## src/rtl/inst_fetch_mem_if.sv

```systemverilog
// Fetch request/response, loader and status signals between the fetch stage,
// the program loader and the instruction memory.
interface inst_fetch_mem_if;
  logic        req_valid;
  logic        req_ready;
  logic [31:0] req_addr;
  logic        rsp_valid;
  logic        rsp_ready;
  logic [31:0] rsp_inst;
  logic [1:0]  rsp_fault;
  logic        ld_valid;
  logic        ld_ready;
  logic [31:0] ld_addr;
  logic [7:0]  ld_byte;
  logic        ld_err;
  logic        init_done;

  modport master (
    output req_valid, req_addr, rsp_ready, ld_valid, ld_addr, ld_byte,
    input  req_ready, rsp_valid, rsp_inst, rsp_fault, ld_ready, ld_err, init_done
  );

  modport slave (
    input  req_valid, req_addr, rsp_ready, ld_valid, ld_addr, ld_byte,
    output req_ready, rsp_valid, rsp_inst, rsp_fault, ld_ready, ld_err, init_done
  );
endinterface

```

## src/rtl/inst_fetch_mem.sv

```systemverilog
// Byte-loadable, little-endian instruction memory with a registered fetch response,
// NOP self-initialisation after reset and alignment/range fault reporting.
module inst_fetch_mem #(
  parameter int          DEPTH    = 64,
  parameter logic [31:0] NOP_WORD = 32'h0000_0013
) (
  input  logic              clk,
  input  logic              rst_n,
  inst_fetch_mem_if.slave   bus
);
  localparam int            IW       = $clog2(DEPTH);
  localparam logic [29:0]   DEPTH_W  = 30'(DEPTH);
  localparam logic [IW-1:0] LAST_IDX = IW'(DEPTH - 1);

  typedef enum logic [0:0] {ST_INIT = 1'b0, ST_RUN = 1'b1} state_e;

  state_e        state_q, state_d;
  logic [IW-1:0] cnt_q, cnt_d;
  logic          init_done_q, init_done_d;
  logic          rsp_valid_q, rsp_valid_d;
  logic [31:0]   rsp_inst_q, rsp_inst_d;
  logic [1:0]    rsp_fault_q, rsp_fault_d;
  logic          ld_err_q, ld_err_d;
  logic [31:0]   mem_q [DEPTH];

  logic          req_ready_s;
  logic          ld_ready_s;
  logic          req_acc_s;
  logic          ld_acc_s;
  logic          ld_in_range_s;
  logic          req_in_range_s;
  logic [IW-1:0] ld_idx_s;
  logic [IW-1:0] req_idx_s;

  // Range checks use the full 30-bit word index so far addresses never alias.
  assign ld_in_range_s  = (bus.ld_addr[31:2] < DEPTH_W);
  assign req_in_range_s = (bus.req_addr[31:2] < DEPTH_W);
  assign ld_idx_s       = bus.ld_addr[IW+1:2];
  assign req_idx_s      = bus.req_addr[IW+1:2];

  // Next-state, handshake and response logic.
  always_comb begin
    state_d     = state_q;
    cnt_d       = cnt_q;
    init_done_d = init_done_q;
    rsp_valid_d = rsp_valid_q;
    rsp_inst_d  = rsp_inst_q;
    rsp_fault_d = rsp_fault_q;
    ld_err_d    = 1'b0;
    ld_ready_s  = 1'b0;
    req_ready_s = 1'b0;
    ld_acc_s    = 1'b0;
    req_acc_s   = 1'b0;

    case (state_q)
      ST_INIT: begin
        if (cnt_q == LAST_IDX) begin
          state_d     = ST_RUN;
          init_done_d = 1'b1;
        end else begin
          cnt_d = cnt_q + IW'(1);
        end
      end
      ST_RUN: begin
        // The loader always wins, so a fetch is never taken alongside a write.
        ld_ready_s  = 1'b1;
        req_ready_s = !bus.ld_valid && (!rsp_valid_q || bus.rsp_ready);
      end
      default: begin
        state_d = ST_INIT;
      end
    endcase

    ld_acc_s  = bus.ld_valid && ld_ready_s;
    req_acc_s = bus.req_valid && req_ready_s;

    if (ld_acc_s && !ld_in_range_s) begin
      ld_err_d = 1'b1;
    end else begin
      ld_err_d = 1'b0;
    end

    if (req_acc_s) begin
      rsp_valid_d = 1'b1;
      if (bus.req_addr[1:0] != 2'b00) begin
        rsp_fault_d = 2'b01;
        rsp_inst_d  = NOP_WORD;
      end else if (!req_in_range_s) begin
        rsp_fault_d = 2'b10;
        rsp_inst_d  = NOP_WORD;
      end else begin
        rsp_fault_d = 2'b00;
        rsp_inst_d  = mem_q[req_idx_s];
      end
    end else if (bus.rsp_ready) begin
      rsp_valid_d = 1'b0;
    end else begin
      rsp_valid_d = rsp_valid_q;
    end
  end

  // Control and response registers.
  always_ff @(posedge clk or negedge rst_n) begin
    if (!rst_n) begin
      state_q     <= ST_INIT;
      cnt_q       <= '0;
      init_done_q <= 1'b0;
      rsp_valid_q <= 1'b0;
      rsp_inst_q  <= 32'h0000_0000;
      rsp_fault_q <= 2'b00;
      ld_err_q    <= 1'b0;
    end else begin
      state_q     <= state_d;
      cnt_q       <= cnt_d;
      init_done_q <= init_done_d;
      rsp_valid_q <= rsp_valid_d;
      rsp_inst_q  <= rsp_inst_d;
      rsp_fault_q <= rsp_fault_d;
      ld_err_q    <= ld_err_d;
    end
  end

  // Storage array: NOP sweep during INIT, single byte-lane writes in RUN.
  always_ff @(posedge clk) begin
    if (state_q == ST_INIT) begin
      mem_q[cnt_q] <= NOP_WORD;
    end else if (ld_acc_s && ld_in_range_s) begin
      mem_q[ld_idx_s][{bus.ld_addr[1:0], 3'b000} +: 8] <= bus.ld_byte;
    end
  end

  assign bus.req_ready = req_ready_s;
  assign bus.ld_ready  = ld_ready_s;
  assign bus.rsp_valid = rsp_valid_q;
  assign bus.rsp_inst  = rsp_inst_q;
  assign bus.rsp_fault = rsp_fault_q;
  assign bus.ld_err    = ld_err_q;
  assign bus.init_done = init_done_q;
endmodule

```

## src/flat_wrapper.sv

```systemverilog
// flat-port wrapper written by rule: the top's interface ports become plain ports
module inst_fetch_mem_flat 
#(
  parameter int          DEPTH    = 64,
  parameter logic [31:0] NOP_WORD = 32'h0000_0013
)
  (clk, rst_n, bus_req_valid, bus_req_addr, bus_rsp_ready, bus_ld_valid, bus_ld_addr, bus_ld_byte, bus_req_ready, bus_rsp_valid, bus_rsp_inst, bus_rsp_fault, bus_ld_ready, bus_ld_err, bus_init_done);
  inst_fetch_mem_if bus_i ();
  input  logic clk;
  input  logic rst_n;
  input wire logic [$bits(bus_i.req_valid)-1:0] bus_req_valid;
  input wire logic [$bits(bus_i.req_addr)-1:0] bus_req_addr;
  input wire logic [$bits(bus_i.rsp_ready)-1:0] bus_rsp_ready;
  input wire logic [$bits(bus_i.ld_valid)-1:0] bus_ld_valid;
  input wire logic [$bits(bus_i.ld_addr)-1:0] bus_ld_addr;
  input wire logic [$bits(bus_i.ld_byte)-1:0] bus_ld_byte;
  output wire logic [$bits(bus_i.req_ready)-1:0] bus_req_ready;
  output wire logic [$bits(bus_i.rsp_valid)-1:0] bus_rsp_valid;
  output wire logic [$bits(bus_i.rsp_inst)-1:0] bus_rsp_inst;
  output wire logic [$bits(bus_i.rsp_fault)-1:0] bus_rsp_fault;
  output wire logic [$bits(bus_i.ld_ready)-1:0] bus_ld_ready;
  output wire logic [$bits(bus_i.ld_err)-1:0] bus_ld_err;
  output wire logic [$bits(bus_i.init_done)-1:0] bus_init_done;
  assign bus_i.req_valid = bus_req_valid;
  assign bus_i.req_addr = bus_req_addr;
  assign bus_i.rsp_ready = bus_rsp_ready;
  assign bus_i.ld_valid = bus_ld_valid;
  assign bus_i.ld_addr = bus_ld_addr;
  assign bus_i.ld_byte = bus_ld_byte;
  assign bus_req_ready = bus_i.req_ready;
  assign bus_rsp_valid = bus_i.rsp_valid;
  assign bus_rsp_inst = bus_i.rsp_inst;
  assign bus_rsp_fault = bus_i.rsp_fault;
  assign bus_ld_ready = bus_i.ld_ready;
  assign bus_ld_err = bus_i.ld_err;
  assign bus_init_done = bus_i.init_done;
  inst_fetch_mem #(.DEPTH(DEPTH), .NOP_WORD(NOP_WORD)) u_core (.clk(clk), .rst_n(rst_n), .bus(bus_i));
endmodule
```

## config.mk

```make
export PLATFORM = sky130hd
export DESIGN_NAME = inst_fetch_mem_flat
export DESIGN_NICKNAME = d
export VERILOG_FILES = /design/src/rtl/inst_fetch_mem_if.sv /design/src/rtl/inst_fetch_mem.sv /design/src/flat_wrapper.sv
export SDC_FILE = /design/constraint.sdc
export NUM_CORES = 2
export LEC_CHECK = 0
export CORE_ASPECT_RATIO = 1.2
export CORE_MARGIN = 8
export CORE_UTILIZATION = 40
export CTS_BUF_LIST = sky130_fd_sc_hd__clkbuf_4 sky130_fd_sc_hd__clkbuf_8
export CTS_CLUSTER_DIAMETER = 150
export DETAILED_ROUTE_END_ITERATION = 6
export PLACE_DENSITY = 0.58
export SYNTH_ARGS = -nofsm -noshare
export SYNTH_HDL_FRONTEND = slang
export SYNTH_SLANG_ARGS = --single-unit
export TNS_END_PERCENT = 100
```

## constraint.sdc

```tcl
create_clock -name clk -period 7 [get_ports clk]
set_clock_uncertainty 0.15 [all_clocks]
set_input_delay 2.1 -clock clk [delete_from_list [all_inputs] [get_ports clk]]
set_output_delay 2.1 -clock clk [all_outputs]
set_load 0.03 [all_outputs]
```

After elaboration in Yosys (flattened, before gate mapping)
Memory sizes are Yosys's and may differ from the RTL's.
Index checks and enable logic that the tools add are counted.
- equality and inequality tests: 1
- reductions and logical operators: 14
- shift-type cells: 2
- bitwise logic cells: 2
- mux-type cells: 18
- $lt $le $gt $ge: 2
- $add $sub $neg: 2
- operators with widths (kind ; number):
    $mux 32 ; 5
    $lt 30x7->1 const B ; 2
    $reduce_or 32->1 ; 1
    $shift 8x7->32 const A ; 1
    $shiftx 8x7->32 ; 1
    $mux 1 ; 10
    $neg 5->7 ; 1
    $add 6x1->6 const B ; 1
    $eq 6x6->1 const B ; 1
    $mux 6 ; 1
    $logic_and 1x1->1 ; 5
    $mux 2 ; 2
    $reduce_and 2->1 ; 2
    $reduce_bool 2->1 ; 2
    $logic_not 1->1 ; 3
    $not 1->1 ; 2
    $logic_or 1x1->1 ; 1
- memory bits (writable): 2048
- logic and storage cells: 49
- output and inout bits: 39
- register bits after elaboration: 44
- memories: 1
- memories (name ; depth ; width ; read ports ; clocked after memory_dff ; wr ports ; line ; text):
    u_core.mem_q ; 64 ; 32 ; 1 ; 0 ; 1 ; inst_fetch_mem.sv:24 ; logic [31:0] mem_q [DEPTH];

Depth between registers and ports, before layout
- depth after elaboration: 8
- mapped depth: 10
- mapped depth without buffers: 6

Worst setup path after synthesis
OpenSTA, ideal clock, no wires.
- path kind: input to register
- start point: input bus_ld_addr[18]
- end point: memory u_core.mem_q[0][10] (data pin)
- setup time: 0.368 ns
- cell stages on the path: 6
- slack: 1.895 ns
- buffers on the path: 1
- arrival time: 4.588 ns
- required time: 6.482 ns
- cells stage by stage: nor4_1 nand4_1 nor4_4 clkbuf_1 and4b_1 and2_1
- longest elaborated chain between the ends: 7
- ends and longest elaborated chain (what ; line ; text):
    from (decl) ; flat_wrapper.sv:15 ; input wire logic [$bits(bus_i.ld_addr)-1:0] bus_ld_addr;
    $lt 30x7->1 ; inst_fetch_mem.sv:36 ; assign ld_in_range_s = (bus.ld_addr[31:2] < DEPTH_W);
    $logic_and 1x1->1 ; inst_fetch_mem.sv:127 ; end else if (ld_acc_s && ld_in_range_s) begin
    $mux 1 ; inst_fetch_mem.sv:127 ;
    $mux 1 ; inst_fetch_mem.sv:125 ; if (state_q == ST_INIT) begin
    $mux 32 (implied by the code) ; inst_fetch_mem.sv:128 ; mem_q[ld_idx_s][{bus.ld_addr[1:0], 3'b000} +: 8] <= bus.ld_byte;
    $reduce_or 32->1 (no source line) ; -- ;
    $mux 32 (no source line) ; -- ;
    to (decl) ; inst_fetch_mem.sv:24 ;
Every way passes these cells.

Worst setup path in the final report
- start point: input bus_ld_valid
- end point: output bus_req_ready
- longest elaborated chain between the ends: 3
- ends and longest elaborated chain (what ; line ; text):
    from (decl) ; flat_wrapper.sv:14 ; input wire logic [$bits(bus_i.ld_valid)-1:0] bus_ld_valid;
    $logic_not 1->1 ; inst_fetch_mem.sv:67 ; req_ready_s = !bus.ld_valid && (!rsp_valid_q || bus.rsp_ready);
    $logic_and 1x1->1 ; inst_fetch_mem.sv:67 ;
    $mux 1 ; inst_fetch_mem.sv:55 ; case (state_q)
    to (decl) ; flat_wrapper.sv:17 ; output wire logic [$bits(bus_i.req_ready)-1:0] bus_req_ready;
Every way passes these cells.

==> flow_metrics.tcl <==
set metrics [dict create \
    status "completed" \
    tns_ns 0 \
    drt_iter0_markers 5401 \
    hold_viol 0 \
    p_per_area_mw_per_mm2 254 \
    tritoncts "done" \
    ir_drop_mv 0.214 \
    synth_top_cell_by_area "edfxtp_1" \
    grt_pass1_wl_um 349000 \
    io_buffers 115 \
    rrSetupSlack_ns 3.27 \
    timing.fmax_mhz 171 \
    synth.top_cell.area_share_pct 74.4 \
    vias 44900 \
    worstMarginPinSlew_ns 1.34 \
    clk_path_buf_depth 4 \
    firstDrtPassIters 7 \
    syn_to_final_growth_pct 16.0 \
    pin_count 116 \
    crit_start "bus_ld_valid" \
    ys_types 67 \
    overflow 0 \
    dp.cells 7116 \
    slew-limit-headroom_pct 10.1 \
    yosysWarnings 0 \
    yosysSeqAreaShare_pct 75.8 \
    r2r_cells 6 \
    cts_resized 0 \
    drc_errors 0 \
    antenna_found_initial 19 \
    wl_um 248000 \
    rsz0062_at_grt "false" \
    final_util_pct 46.7 \
    cts_sinks 2092 \
    finalSetupViolations 0 \
    finalNonFillerCells 7697 \
    grt_use_total_pct 21.9 \
    cp-end-kind "primary output" \
    nNetsFinal 4774 \
    cts_inserted_buffers 334 \
    post_cts_buffers 0 \
    netlist_area_mm2 0.0826 \
    final_antenna_net_count 0 \
    synthTopCellsByArea "edfxtp_1 (74%), mux4_2 (11%), mux2i_1 (3.1%)" \
    cts.clk_slew.worst_paths_ns 0.07 \
    hp-start "u_core.bus.rsp_fault[1]$_DFFE_PN0P_" \
    ys_async_sr_fraction_pct 2.10 \
    drive_gt1_share_pct 29.2 \
    maxCapViolCount 0 \
    hpwl_um 158000 \
    cts_hold_buf 0 \
    crit_fanout 4 \
    yosys-top-cells-count "edfxtp_1 (2048), mux4_2 (416), nor3_1 (263), mux2i_1 (259), nand2_1 (149)" \
    start_kind "input port" \
    cts_root_buffer "clkbuf_8" \
    synth_edf_count 2048 \
    synth_fp_nets 4224 \
    regToRegStartpoint "u_core.state_q$_DFF_PN0_" \
    initial_utilization_pct 40.3 \
    die_h_um 514 \
    htreeDepth 5 \
    hold_path_class "reg2reg" \
    fp.coreArea_mm2 0.205 \
    timing.rr.end "u_core.mem_q[52][30]$_DFFE_PP_" \
    num_rows 182 \
    min_period_over_period_pct 83.5 \
    vias_per_cell 5.83 \
    place_congestion 0.863 \
    synth_seq_cells 2092 \
    critical_path_class "in2out" \
    clkLatencyLatePin_ns 1.04 \
    dieArea_mm2 0.221 \
    postSynthAreaPerCell_um2 19.9 \
    cp.arrival_ns 3.59 \
    drv_slew 0 \
    fin_total_pwr_w 0.0243 \
    grt_pass1_vias 46300 \
    ys.flop_type "edfxtp_1" \
    die_w_um 431 \
    critPathRequiredTime_ns 4.75 \
    grt_start_max_net_pins 73 \
    critPathCapture "bus_req_ready" \
    wl_per_cell_um 32.2 \
    yosysMostFrequentCell "edfxtp_1" \
    finalCriticalPeriod_ns 5.84 \
    leakage_nw 26.2 \
    syn_inst 4142 \
]
-- layout by cell type, fill, tap and decap left out, drive strengths merged, types with 44 or more instances in the layout --
cell and n:
edfxtp 2048, nor3 271, a21oi 74, mux2i 262, clkbuf 423, mux2 53
nand3 68, clkdlybuf4s50 108, buf 398, a22oi 86, mux4 416, nand2 149
dfrtp 44, clkinv 137
-- worst max-delay path, stage by stage --
cell and delay (ns):
clkdlybuf4s50_1 0.46, nand2b_1 0.22, nor2_1 0.12, clkdlybuf4s50_1 0.69
-- final cells by class --
cell class | instances | area (um2)
fill | 17200 | 109000
clock inverter | 150 | 865
timing repair buffer | 506 | 4690
tap | 2760 | 3450
sequential | 2092 | 62600
antenna | 8 | 20.0
clock buffer | 423 | 5340
multi-input combinational | 1750 | 18800
inverter | 8 | 35.0
-- where the power goes --
part           total, W  internal [W]  switching (W)
Combinational  0.000782      0.000269       0.000513
Clock            0.0100       0.00528        0.00473
Sequential       0.0135        0.0135              0
-- logic make-up after synthesis --
group | count (synthesis) | synth area share [%]
flip-flops | 2092 | 75.8
multiplexers | 731 | 15.2
AND/OR/NAND/NOR | 681 | 4.24
AO/OA/AOI/OAI | 329 | 2.83
buffers and inverters | 300 | 1.79
adder cells (fa/ha/maj) | 5 | 0.0757
XOR/XNOR | 4 | 0.0424
-- per-stage QoR --
stage               setup slack, ns  hold WS [ns]  area (um2)
global route                   1.13         0.392       95800
finish                         1.16         0.337       95800
floorplan                      1.89         0.437       82600
CTS                            1.15         0.340       95800
global placement              0.341         0.323       89600
detailed placement            0.473         0.323       89600
-- worst min path at each step --
| stage | to | cells after the start |
|---|---|---|
| 3_3_place_gp | u_core.bus.rsp_fault[1]$_DFFE_PN0P_ | 2 |
| 4_1_cts | u_core.bus.rsp_fault[1]$_DFFE_PN0P_ | 2 |
| 5_1_grt | u_core.bus.rsp_fault[1]$_DFFE_PN0P_ | 2 |
| 2_1_floorplan | u_core.cnt_q[1]$_DFFE_PN0P_ | 2 |
| 3_5_place_dp | u_core.bus.rsp_fault[1]$_DFFE_PN0P_ | 2 |
| 6_report | u_core.bus.rsp_fault[1]$_DFFE_PN0P_ | 2 |
-- routing by layer --
layer / GRT usage (%) / up-vias / routed length [um]
met3: 4.72 / 486 / 19700
met2: 36.2 / 2410 / 122000
li1: - / 18300 / -
met1: 27.8 / 23600 / 94600
met4: 9.88 / 4 / 11900
met5: 0 / - / 22
-- state kept, by name (all words and copies together) (netlist names) --
name,count
u_core.bus.init_done,1
u_core.bus.ld_err,1
u_core.bus.rsp_fault,2
u_core.bus.rsp_inst,32
u_core.bus.rsp_valid,1
u_core.cnt_q,6
u_core.mem_q,2048
u_core.state_q,1
No activity file was read; power rests on OpenSTA's default activity.
